===== config.mk =====
export PLATFORM = sky130hd
export DESIGN_NAME = mtx_frame_scheduler
export DESIGN_NICKNAME = d
export VERILOG_FILES = /design/src/rtl/mtx_frame_scheduler.sv
export SDC_FILE = /design/constraint.sdc
export NUM_CORES = 1
export LEC_CHECK = 0
export CORE_ASPECT_RATIO = 0.6
export CORE_MARGIN = 2
export CORE_UTILIZATION = 50
export CTS_CLUSTER_DIAMETER = 200
export DETAILED_ROUTE_END_ITERATION = 6
export PLACE_DENSITY = 0.71
export SLEW_MARGIN = 40
export SYNTH_ARGS = -nofsm -noshare
export SYNTH_HDL_FRONTEND = slang
export SYNTH_SLANG_ARGS = --single-unit

===== constraint.sdc =====
create_clock -name pclk -period 3.21 [get_ports pclk]
set_clock_uncertainty 0.2 [all_clocks]
set_input_delay 0.8025 -clock pclk [delete_from_list [all_inputs] [get_ports pclk]]
set_output_delay 0.8025 -clock pclk [all_outputs]
set_load 0.05 [all_outputs]

===== src/rtl/mtx_frame_scheduler.sv =====
// Manchester frame scheduler feeding the OSER8 parallel word path.
// Frame sequence: preamble, SFD, streamed payload, ETD, then the inter-frame gap.
// Link pulses (NLP_WORD) are sent periodically while the line is idle.
// ser_word[7] is the first half-bit on the wire. Every output is registered and
// shows the word for a state slot one cycle after the FSM enters that slot.
module mtx_frame_scheduler #(
  parameter int unsigned PRE_BYTES  = 7,
  parameter logic [7:0]  PRE_BYTE   = 8'hAA,
  parameter logic [7:0]  SFD_BYTE   = 8'hD5,
  parameter int unsigned IFG_WORDS  = 24,
  parameter int unsigned NLP_PERIOD = 432000,
  parameter logic [7:0]  NLP_WORD   = 8'hC0
) (
  input  logic       pclk,
  input  logic       aresetn,
  input  logic [7:0] s_tdata,
  input  logic       s_tvalid,
  input  logic       s_tlast,
  output logic       s_tready,
  output logic [7:0] ser_word,
  output logic       line_active,
  output logic       busy,
  output logic       frame_done,
  output logic       underrun
);

  localparam int unsigned IFG_W = $clog2(IFG_WORDS + 1);
  localparam int unsigned NLP_W = $clog2(NLP_PERIOD);

  localparam logic [3:0]       PRE_LAST = 4'(PRE_BYTES - 1);
  localparam logic [IFG_W-1:0] IFG_LAST = IFG_W'(IFG_WORDS - 1);
  localparam logic [NLP_W-1:0] NLP_LAST = NLP_W'(NLP_PERIOD - 1);
  localparam logic [7:0]       ETD_WORD = 8'hFF;

  typedef enum logic [2:0] {
    ST_IDLE = 3'd0,
    ST_PRE  = 3'd1,
    ST_SFD  = 3'd2,
    ST_DATA = 3'd3,
    ST_ETD  = 3'd4,
    ST_IFG  = 3'd5
  } state_t;

  state_t           state;
  logic             half;
  logic [3:0]       byte_cnt;
  logic [IFG_W-1:0] ifg_cnt;
  logic [NLP_W-1:0] nlp_cnt;
  logic [7:0]       hold_byte;
  logic             hold_last;
  logic             aborted;

  // One half of a byte in Manchester form: each bit b becomes {~b, b}, MSB first.
  function automatic logic [7:0] man_word(input logic [7:0] b, input logic h);
    logic [3:0] nib;
    logic [7:0] w;
    w   = '0;
    nib = h ? b[3:0] : b[7:4];
    for (int j = 0; j < 4; j++) begin
      w[2*j+1] = ~nib[j];
      w[2*j]   = nib[j];
    end
    return w;
  endfunction

  // Frame sequencer: state, counters, payload holding register and all outputs.
  always_ff @(posedge pclk or negedge aresetn) begin
    if (!aresetn) begin
      state       <= ST_IDLE;
      half        <= 1'b0;
      byte_cnt    <= '0;
      ifg_cnt     <= '0;
      nlp_cnt     <= '0;
      hold_byte   <= '0;
      hold_last   <= 1'b0;
      aborted     <= 1'b0;
      s_tready    <= 1'b0;
      ser_word    <= '0;
      line_active <= 1'b0;
      busy        <= 1'b0;
      frame_done  <= 1'b0;
      underrun    <= 1'b0;
    end else begin
      s_tready    <= 1'b0;
      ser_word    <= '0;
      line_active <= 1'b0;
      frame_done  <= 1'b0;
      underrun    <= 1'b0;
      busy        <= (state != ST_IDLE);

      case (state)
        ST_IDLE: begin
          if (nlp_cnt == NLP_LAST) begin
            ser_word <= NLP_WORD;
            nlp_cnt  <= '0;
          end else begin
            nlp_cnt <= nlp_cnt + NLP_W'(1);
          end
          // A waiting byte only starts the frame; it is taken later in SFD.
          if (s_tvalid) begin
            state    <= ST_PRE;
            half     <= 1'b0;
            byte_cnt <= '0;
            nlp_cnt  <= '0;
            aborted  <= 1'b0;
          end
        end

        ST_PRE: begin
          ser_word    <= man_word(PRE_BYTE, half);
          line_active <= 1'b1;
          half        <= ~half;
          if (half) begin
            if (byte_cnt == PRE_LAST) begin
              state <= ST_SFD;
            end else begin
              byte_cnt <= byte_cnt + 4'd1;
            end
          end
        end

        ST_SFD, ST_DATA: begin
          ser_word    <= man_word((state == ST_SFD) ? SFD_BYTE : hold_byte, half);
          line_active <= 1'b1;
          half        <= ~half;
          if (!half) begin
            // Ready is raised for the second half of every byte that is not the last.
            s_tready <= (state == ST_SFD) || !hold_last;
          end else if ((state == ST_DATA) && hold_last) begin
            state <= ST_ETD;
          end else if (s_tvalid) begin
            hold_byte <= s_tdata;
            hold_last <= s_tlast;
            state     <= ST_DATA;
          end else begin
            // Source starved the line: close the frame with ETD and flag it.
            underrun <= 1'b1;
            aborted  <= 1'b1;
            state    <= ST_ETD;
          end
        end

        ST_ETD: begin
          ser_word    <= ETD_WORD;
          line_active <= 1'b1;
          half        <= ~half;
          if (half) begin
            state      <= ST_IFG;
            ifg_cnt    <= '0;
            frame_done <= !aborted;
          end
        end

        ST_IFG: begin
          ifg_cnt <= ifg_cnt + IFG_W'(1);
          if (ifg_cnt == IFG_LAST) begin
            // A source already waiting at gap end goes straight to preamble so
            // back-to-back frames are spaced by ETD plus exactly IFG_WORDS words.
            if (s_tvalid) begin
              state    <= ST_PRE;
              half     <= 1'b0;
              byte_cnt <= '0;
              aborted  <= 1'b0;
            end else begin
              state <= ST_IDLE;
            end
          end
        end

        default: state <= ST_IDLE;
      endcase
    end
  end

endmodule


==> impl_metrics.env <==
export IMPL_max_cap_viol_count=0
export IMPL_synth_top_area_cell="dfrtp_1"
export IMPL_syn_inst=311
export IMPL_synth_common_cells="dfrtp_1 (55), nand2_1 (49), o21ai_0 (25)"
export IMPL_post_place_ws_ns=0.400
export IMPL_layout_nets=349
export IMPL_numPortBuffers=24
export IMPL_critPathBufInv=1
export IMPL_cts_made_buffers=5
export IMPL_fin_area_um2=3300
export IMPL_crit_path_end_kind="flip-flop"
export IMPL_initial_utilization_pct=51.9
export IMPL_cts_root_buffer="clkbuf_8"
export IMPL_drc=0
export IMPL_min_period_ns=2.52
export IMPL_fin_setup_tns_ns=0
export IMPL_slew_headroom_pct=54.3
export IMPL_worstMarginPinSlew_ns=0.686
export IMPL_grt_pass1_wl_mm=10.8
export IMPL_cts_tree="built"
export IMPL_grt_max_degree=56
export IMPL_gp_routability_congestion=0.838
export IMPL_cp_max_fo=15
export IMPL_cp_required_ns=3.26
export IMPL_antenna_found_initial=0
export IMPL_die_height_um=62.9
export IMPL_cts_max_path_buffers=2
export IMPL_cts_sinks=55
export IMPL_slew_viol_final=0
export IMPL_synth_top_area_share_pct=47.6
export IMPL_ioPinCount=25
export IMPL_synth_most_common_cell="dfrtp_1"
export IMPL_drt_wl_total_mm=6.33
export IMPL_max_stage_delay_ns=0.73
export IMPL_grtUsageTotal_pct=21.7
export IMPL_syn_num_nets=327
export IMPL_first_pass_iters=5
export IMPL_synth_warnings=0
export IMPL_grt_pass1_vias=2147
export IMPL_setup_ws_ns=0.689
export IMPL_peakVddDrop_v=0.000405
export IMPL_wl_per_cell_um=15.3
export IMPL_synth_main_ff_cell="dfrtp_1"
export IMPL_syn_to_final_growth_pct=14.1
export IMPL_die_w_um=102
export IMPL_clk_latency_ns=0.31
export IMPL_synthTopCellsByArea="dfrtp_1 (48%), nand2_1 (6.4%), o21ai_0 (4.3%)"
export IMPL_path_class="primary input to flip-flop"
export IMPL_cts_max_level=2
export IMPL_placed_cells_incl_taps=406
export IMPL_leakagePower_uw=0.00140
export IMPL_syn_cell_area_um2=2890
export IMPL_vias=2417
export IMPL_pwr_density_cell_nw_per_um2=777
export IMPL_dpl_cell_area_um2=3190
export IMPL_cts_reportedPaths_clkPinSlew_ns=0.11
export IMPL_synth_seq_cells=55
export IMPL_layout_cells_non_filler=414
export IMPL_synthArstFlopShare_pct=100
export IMPL_cp_arrival_ns=2.57
export IMPL_dr_first_iter_drc_count=206
export IMPL_period_share_pct=78.5
export IMPL_fmax_mhz=397
export IMPL_postCtsSetupBuffers=0
export IMPL_rsz0062_at_grt="no"
export IMPL_syn_area_per_cell_um2=9.29
export IMPL_ys_seq_area_share_pct=47.6
export IMPL_hold_path_class="flip-flop to flip-flop"
export IMPL_viasPerCell=5.84
export IMPL_die_area_um2=6420
export IMPL_cts_hold_buf=0
export IMPL_diodes=0
export IMPL_ant_nets=0
export IMPL_startpoint_type="primary input"
export IMPL_synth_edff_count=0
export IMPL_ctsResizeCount=0
export IMPL_finalHoldViolations=0
export IMPL_setup_viol=0
export IMPL_ff2ff_setup_slack_ns=1.03
export IMPL_overflow=0
export IMPL_dp_hpwl_mm=4.44
export IMPL_drive_above_1_share_pct=8.68
export IMPL_cp_top_family="simple AND/OR/NAND/NOR gates"
export IMPL_row_count=21
export IMPL_status="complete, no violations"
export IMPL_critPathSlowestCell="clkdlybuf4s50_1"
export IMPL_ys_types=47
export IMPL_core_um2=5570
export IMPL_fillers=495
export IMPL_crit_chain="clkdlybuf4s50_1 -> nor2_1 -> nand2_1 -> or3_1 -> nand3_1"
==> final timing paths <==
check                      depth (start not counted)            to        from
min in group asynchronous                          2  hold_byte[5]     aresetn
min reg2reg                                        1    frame_done     aborted
max                                                5   nlp_cnt[11]    s_tvalid
max in group asynchronous                          2    frame_done     aresetn
min                                                1    frame_done     aborted
max reg2reg                                        6   byte_cnt[3]  ifg_cnt[0]
==> through the flow <==
stage	util (%)	total power [uW]	hold WS [ns]
6_report	59.2	2560	0.260
5_1_grt	59.2	2760	0.281
4_1_cts	59.2	2560	0.261
3_5_place_dp	57.3	2140	0.248
3_3_place_gp	57.3	2110	0.240
2_1_floorplan	-	1860	0.225
==> metal layers <==
layer	vias to the layer above	wire, um	GRT usage [%]
met5	-	0	0
met4	0	24	4.00
met3	2	498	4.25
met2	85	2490	28.1
met1	1161	3320	36.7
li1	1169	-	-
==> state kept, by name, summed over array words and instances (netlist names), 3 cells and up <==
register,flops
byte_cnt,4
hold_byte,8
ifg_cnt,5
nlp_cnt,19
ser_word,8
state,3
==> cells by family (layout without fill, tap and decap cells) <==
| logic type | after synthesis | count (layout) | synth area share [%] |
|---|---|---|---|
| compound gates | 73 | 73 | 16.4 |
| xor+xnor | 1 | 1 | 0.303 |
| fa+ha+maj | 4 | 4 | 1.73 |
| buf+inv | 25 | 48 | 3.81 |
| flops | 55 | 55 | 47.6 |
| mux | 14 | 14 | 5.24 |
| simple gates | 139 | 139 | 24.9 |
==> layout by cell type, fill, tap and decap left out, types with 3 or more instances in the layout <==
master	synthesis	final
nand3_1	19	19
a22oi_1	3	3
nand2b_1	5	5
nand2_1	49	49
nor2_1	18	18
a32oi_1	6	6
ha_1	4	4
nor2b_1	4	4
a31oi_1	3	3
nor3_1	11	11
o31ai_1	7	7
buf_4	0	5
and3_1	6	6
clkbuf_8	0	7
mux2_2	9	9
o21ai_0	25	25
clkdlybuf4s50_1	0	23
inv_1	10	10
dfrtp_1	55	55
nand4_1	7	7
and2_1	3	3
mux2i_1	5	5
or3_1	3	3
a221o_1	3	3
a21oi_1	14	14
==> report_power, final <==
part	leakage, uW	switching (uW)	internal [uW]
Combinational	0.000711	574	409
Clock	0.0000505	232	197
Sequential	0.000642	254	894
==> layout make-up <==
cell class / count / area [um^2] / area share [%]
multi-input combinational: 231 / 1400 / 42.5
clock inverter: 1 / 7.51 / 0.228
clock buffer: 7 / 96.3 / 2.92
timing repair buffer: 29 / 273 / 8.27
sequential: 55 / 1380 / 41.7
inverter: 11 / 41.3 / 1.25
tap: 80 / 100 / 3.04
Note: power is estimated with default switching activity, not from simulation.
